[src/rtl/serial_add_pkg.sv]
// -----------------------------------------------------------------------------
// serial_add_pkg
// Shared definitions for the bit-serial add/subtract controller:
//   - DEF_WIDTH : default operand/result width
//   - state_e   : controller state encoding (IDLE/RUN/DONE)
// -----------------------------------------------------------------------------
package serial_add_pkg;

    localparam int unsigned DEF_WIDTH = 8;

    typedef enum logic [1:0] {
        IDLE = 2'd0,
        RUN  = 2'd1,
        DONE = 2'd2
    } state_e;

endpackage

[src/rtl/bit_full_adder.sv]
// -----------------------------------------------------------------------------
// bit_full_adder
// One-bit full adder made of two half-adder stages and an OR gate.
// Ports:
//   a, b  : operand bits
//   cin   : carry in
//   s     : sum bit
//   cout  : carry out
// -----------------------------------------------------------------------------
module bit_full_adder (
    input  logic a,
    input  logic b,
    input  logic cin,
    output logic s,
    output logic cout
);

    logic s1;
    logic c1;
    logic c2;

    // first half-adder: a + b
    assign s1 = a ^ b;
    assign c1 = a & b;

    // second half-adder: partial sum + cin
    assign s  = s1 ^ cin;
    assign c2 = s1 & cin;

    assign cout = c1 | c2;

endmodule

[src/rtl/serial_add_ctrl.sv]
// -----------------------------------------------------------------------------
// serial_add_ctrl
// Bit-serial add/subtract controller. A single full-adder cell is stepped
// LSB-first across WIDTH bits, one bit per clock, with the carry held in a
// flop between bits. Subtraction is A + ~B + 1 (B inverted at load, carry
// seeded with 1).
// Ports:
//   clk, rst             : clock, synchronous active-high reset
//   in_valid / in_ready  : operand handshake (a, b, op_sub)
//   out_valid / out_ready: result handshake (sum, cout, ovf)
//   sum                  : WIDTH-bit wrapped result
//   cout                 : final carry (subtract: 1 = no borrow)
//   ovf                  : signed overflow
//   busy                 : operation in flight (RUN or DONE)
// -----------------------------------------------------------------------------
module serial_add_ctrl
    import serial_add_pkg::*;
#(
    parameter int unsigned WIDTH = DEF_WIDTH
) (
    input  logic             clk,
    input  logic             rst,
    input  logic             in_valid,
    output logic             in_ready,
    input  logic [WIDTH-1:0] a,
    input  logic [WIDTH-1:0] b,
    input  logic             op_sub,
    output logic             out_valid,
    input  logic             out_ready,
    output logic [WIDTH-1:0] sum,
    output logic             cout,
    output logic             ovf,
    output logic             busy
);

    localparam int unsigned CNT_W = $clog2(WIDTH);

    state_e             state_q;
    logic [WIDTH-1:0]   a_q;
    logic [WIDTH-1:0]   b_q;
    logic [WIDTH-1:0]   sum_q;
    logic               carry_q;
    logic [CNT_W-1:0]   cnt_q;
    logic               cmsb_q;   // carry into the MSB position
    logic               cout_q;
    logic               ovf_q;

    logic               fa_s;
    logic               fa_c;

    bit_full_adder u_fa (
        .a    (a_q[0]),
        .b    (b_q[0]),
        .cin  (carry_q),
        .s    (fa_s),
        .cout (fa_c)
    );

    // Handshake outputs decode registered state only; in_ready is also
    // gated by rst so nothing is accepted while reset is held.
    assign in_ready  = (state_q == IDLE) && !rst;
    assign out_valid = (state_q == DONE);
    assign busy      = (state_q == RUN) || (state_q == DONE);
    assign sum       = sum_q;
    assign cout      = cout_q;
    assign ovf       = ovf_q;

    always_ff @(posedge clk) begin
        if (rst) begin
            state_q <= IDLE;
            a_q     <= '0;
            b_q     <= '0;
            sum_q   <= '0;
            carry_q <= 1'b0;
            cnt_q   <= '0;
            cmsb_q  <= 1'b0;
            cout_q  <= 1'b0;
            ovf_q   <= 1'b0;
        end else begin
            case (state_q)
                IDLE: begin
                    if (in_valid) begin
                        a_q     <= a;
                        b_q     <= op_sub ? ~b : b;
                        carry_q <= op_sub;
                        cnt_q   <= '0;
                        sum_q   <= '0;
                        state_q <= RUN;
                    end
                end
                RUN: begin
                    sum_q   <= {fa_s, sum_q[WIDTH-1:1]};
                    a_q     <= a_q >> 1;
                    b_q     <= b_q >> 1;
                    carry_q <= fa_c;
                    cnt_q   <= cnt_q + 1'b1;
                    // carry out of bit WIDTH-2 is the carry into the MSB
                    if (cnt_q == CNT_W'(WIDTH - 2)) begin
                        cmsb_q <= fa_c;
                    end
                    if (cnt_q == CNT_W'(WIDTH - 1)) begin
                        cout_q  <= fa_c;
                        ovf_q   <= cmsb_q ^ fa_c;
                        cnt_q   <= '0;
                        state_q <= DONE;
                    end
                end
                DONE: begin
                    if (out_ready) begin
                        state_q <= IDLE;
                    end
                end
                default: state_q <= IDLE;
            endcase
        end
    end

endmodule

[config.mk]
export PLATFORM = sky130hd
export DESIGN_NAME = serial_add_ctrl
export DESIGN_NICKNAME = d
export VERILOG_FILES = /design/src/rtl/serial_add_pkg.sv /design/src/rtl/bit_full_adder.sv /design/src/rtl/serial_add_ctrl.sv
export SDC_FILE = /design/constraint.sdc
export NUM_CORES = 1
export LEC_CHECK = 0
export CAP_MARGIN = 20
export CORE_MARGIN = 8
export CORE_UTILIZATION = 35
export CTS_CLUSTER_DIAMETER = 200
export CTS_CLUSTER_SIZE = 24
export DETAILED_ROUTE_END_ITERATION = 7
export DONT_BUFFER_PORTS = 1
export PLACE_DENSITY = 0.56
export SLEW_MARGIN = 10
export SYNTH_ARGS = -nofsm -noshare
export SYNTH_HDL_FRONTEND = slang
export SYNTH_SLANG_ARGS = --single-unit
[constraint.sdc]
create_clock -name clk -period 5.1 [get_ports clk]
set_clock_uncertainty 0.2 [all_clocks]
set_input_delay 1.02 -clock clk [delete_from_list [all_inputs] [get_ports clk]]
set_output_delay 1.02 -clock clk [all_outputs]
set_load 0.05 [all_outputs]
Word-level counts from Yosys, hierarchy flattened

Cells that the tools add are included.

Word-level logic and storage cells: 49
Input port bits: 21
Register bits: 33
Output and inout port bits: 13

Muxes and demuxes: 16
Add/sub/neg operators: 1
Bitwise logic cells: 7
Eq/ne operators: 7
Reductions and logical operators: 9

Operator list:

| cell                                                                     | count |
|---|---|
| 8-bit case mux with 2 select lines                                       | 3 |
| 8-bit two-way mux                                                        | 4 |
| 8-bit NOT                                                                | 1 |
| 3-bit == test (second input constant)                                    | 2 |
| 2-bit two-way mux                                                        | 3 |
| 3-bit two-way mux                                                        | 2 |
| 2-bit case mux with 3 select lines                                       | 1 |
| 3-bit case mux with 2 select lines                                       | 1 |
| 2-bit AND reduction                                                      | 3 |
| 2-bit by 1-bit inequality test with 1-bit output (second input constant) | 2 |
| 3-bit by 1-bit adder with 3-bit output (second input constant)           | 1 |
| 3-bit AND reduction                                                      | 1 |
| 1-bit XOR                                                                | 3 |
| 1-bit AND                                                                | 2 |
| 2-bit by 1-bit == test with 1-bit output (second input constant)         | 1 |
| 2-bit == test (second input constant)                                    | 1 |
| 2-bit logical NOT                                                        | 1 |
| 2-bit inequality test (second input constant)                            | 1 |
| 1-bit case mux with 2 select lines                                       | 1 |
| 2-bit nonzero test                                                       | 1 |
| 1-bit logical AND                                                        | 1 |
| 1-bit logical NOT                                                        | 1 |
| 1-bit logical OR                                                         | 1 |
| 1-bit two-way mux                                                        | 1 |
| 1-bit OR                                                                 | 1 |

Logic depth before layout (Yosys ltp)

Depth in word-level cells: 4
Depth in mapped cells: 8
Depth with buffers taken out: 5

Modules after synthesis

A second synthesis with hierarchy kept.

Cell total of the unflattened synthesis: 187
Area, all modules: 1828.0 um^2

By module, submodules not included:

| module          | cells each | instances | area an instance (um^2) | seq. area each (um^2) |
|---|---|---|---|---|
| serial_add_ctrl | 186        | 1         | 1808.0                  | 660.6 |
| bit_full_adder  | 1          | 1         | 20.0                    | 0.0 |

Worst setup path before layout

Ideal clock, no wire load.

Kind: input port to output port
Start point: in rst
End point: out in_ready
Stages on the path: 2
Buffers on the path: 1
Data arrival time: 1.894 ns
Data required time: 3.880 ns
Setup slack: 1.986 ns
Cells stage by stage: clkbuf_1 > nor2b_1

Word-level cells in the longest chain between the ends: 2

Ends and longest elaborated chain:

| what              | RTL line              | source |
|---|---|---|
| from (decl)       | serial_add_ctrl.sv:22 | `input logic rst,` |
| 1-bit logical NOT | serial_add_ctrl.sv:61 | `assign in_ready = (state_q == IDLE) && !rst;` |
| 1-bit logical AND | serial_add_ctrl.sv:61 |  |
| to (decl)         | serial_add_ctrl.sv:24 | `output logic in_ready,` |

No other way between the ends.

Worst setup path in the final report

Start point: reg state_q[0]
End point: out in_ready

Word-level cells in the longest chain between the ends: 2

Ends and longest elaborated chain:

| what                   | RTL line               | source |
|---|---|---|
| from (decl)            | serial_add_ctrl.sv:38  | `state_e state_q;` |
| from (signal assigned) | serial_add_ctrl.sv:70  | `state_q <= IDLE;` |
| from (signal assigned) | serial_add_ctrl.sv:88  | `state_q <= RUN;` |
| from (signal assigned) | serial_add_ctrl.sv:105 | `state_q <= DONE;` |
| 2-bit logical NOT      | serial_add_ctrl.sv:61  |  |
| 1-bit logical AND      | serial_add_ctrl.sv:61  |  |

No other way between the ends.

==> results.cfg <==
[yosys]
synth_most_common_cell = dfxtp_1
synth.area.top_cells = dfxtp_1 38%, mux2i_1 8.0%, a21oi_1 5.7%
yosysSeqAreaShare = 0.378
synth-seq-cells = 33
post-synth-top-area-cell = dfxtp_1
async_reset_ff_frac = 0
synth_flop_cell = dfxtp_1
syn_nets = 223
ys_top_cells_by_count = 33 x dfxtp_1, 20 x a21oi_1, 17 x nand2_1, 14 x mux2i_1, 12 x nor2_1
synth_top_area_frac = 0.378
synthCells = 194
synth_cell_types = 32
ys_warn_count = 0
synth_edf_count = 0
netlist_area_um2 = 1750
synth.avg_cell_area_um2 = 9.02

[global_route]
grt_pass1_vias = 1281
grt_use_total = 0.105
antenna_found_initial = 0
grt_max_degree = 53
grt_pass1_wl_um = 6290
grt.overflow.total = 0

[worst_setup_path]
path_delay_family = simple AND/OR/NAND/NOR gates
crit_buf_inv = 1
slowest_stage = nor2b_1
path_max_fanout = 13
required_ps = 3880
crit_type = reg -> out
path_cells = inv_1 -> ha_1 -> nor2b_1
end_kind = output pin
cp-start-kind = register
cp.arrival_ps = 1960
slowest_delay_ps = 830

[power_and_ir_drop]
leakagePower_nw = 0.636
power.density_nw_per_um2 = 536
vdd_drop_max_mv = 0.206

[cells_and_area]
fin_util = 0.387
antenna_cells = 0
nets = 214
nFillCells = 519
drive_above_1_share = 0.102
area_growth_pct = 5.94

[clock_tree]
post_cts_resized = 0
cts_max_level = 2
path_clk_slew_ps = 70
numCtsBuffers = 5
clock_sinks = 33
cts_setup_buffers = 0
ctsHoldBuffers = 0
cts_root_buf = clkbuf_8
clk_latency_ps = 280
clk_path_buf_depth = 2
cts_tree = built

[floorplanning]
ios = 34
die-area_um2 = 7520
core_um2 = 4790
rows = 25
start_util = 0.365
die_w_um = 86.7
die_h_um = 86.7

[timing]
layout_min_cycle_time_ps = 3180
holdWs_ps = 244
fmax_mhz = 315
period_share = 0.623
slew_headroom = 0.350
setup_violations = 0
rsz0062_at_grt = false
worst_pin_slew_ps = 974
maxSlewViolCount = 0
tns_ps = 0
hold_viol = 0

[drt]
routedWlPerCell_um = 14.6
wl_um = 3700
ant_nets = 0
drtIter0Drc = 93
routed-via-count = 1257
drc = 0
dr.pass1.iters = 4
via_per_inst = 4.97

[place]
dp_hpwl_um = 2420
io_buffers = 0
routabilityCongestion = 0.689

[hold_path]
hold_class = reg -> reg

[run_status]
status = finished clean

[run]
maxCapViolations = 0
-- routing by layer --
layer  vias up  share of wire  track usage
met5         -              0            0
met4         0         0.0070       0.0282
met3         4          0.076       0.0586
met2        22           0.45        0.164
met1       571           0.47        0.121
li1        660              -            -
-- layout make-up --
cell class / instances / area (um^2) / share of cell area
multi-input combinational: 136 / 957 / 0.517
sequential: 33 / 661 / 0.357
clock buffer: 7 / 96.3 / 0.0520
tap: 67 / 83.8 / 0.0452
inverter: 8 / 30.0 / 0.0162
timing repair buffer: 1 / 20.0 / 0.0108
clock inverter: 1 / 5.00 / 0.00270
-- cell families after synthesis --
family | Yosys count | share of synthesized area
fa+ha+maj | 8 | 0.0615
xor+xnor | 9 | 0.0451
buf+inv | 25 | 0.0765
flops | 33 | 0.378
simple gates | 54 | 0.153
mux | 17 | 0.101
compound gates | 48 | 0.185
-- state kept, by name, indices dropped and copies added, names as in the netlist --
register	count
sum	8
ovf	1
cnt_q	3
b_q	8
cout	1
a_q	8
state_q	2
cmsb_q	1
carry_q	1
-- placed cells by master (no fill, tap or decap), types with 6 or more instances in the layout --
cell | synthesis | routed
a211oi_1 | 7 | 7
a21oi_1 | 20 | 20
a32oi_1 | 9 | 9
clkbuf_8 | 0 | 7
dfxtp_1 | 33 | 33
ha_1 | 7 | 6
inv_1 | 8 | 8
mux2i_1 | 14 | 14
nand2_1 | 17 | 17
nand2b_1 | 9 | 9
nor2_1 | 12 | 12
o211ai_1 | 8 | 8
or2_2 | 6 | 6
xor2_1 | 7 | 7
-- tightest hold or removal path, cell delays in order, from the launching register on --
cell,delay (ps)
dfxtp_1,310
nand2_1,50
a21oi_1,50
-- final timing paths --
check	from	endpoint	slack, ps	depth (start not counted)
setup / recovery	state_q[0]$_SDFFE_PP0P_	in_ready	1920	3
hold / removal	b_q[2]$_SDFFE_PP0P_	b_q[2]$_SDFFE_PP0P_	240	2
setup reg to reg	state_q[0]$_SDFFE_PP0P_	state_q[0]$_SDFFE_PP0P_	2870	4
hold reg to reg	b_q[2]$_SDFFE_PP0P_	b_q[2]$_SDFFE_PP0P_	240	2
-- stage by stage --
stage	worst slack [ps]	total power (W)	cells	instance area, um^2
after detailed placement	2110	0.000769	244	1730
after floorplan	1990	0.000742	194	1750
after CTS	1880	0.000991	252	1830
after global routing	1790	0.00107	253	1850
after global placement	2110	0.000765	244	1730
final	1920	0.000992	253	1850
-- power breakdown --
| group | internal (W) | switching, W |
|---|---|---|
| logic | 0.000162 | 0.000263 |
| clock network | 0.000122 | 0.0000966 |
| registers | 0.000313 | 0.0000356 |
| total | 0.000597 | 0.000395 |
No activity file was read; power rests on OpenSTA's default activity.
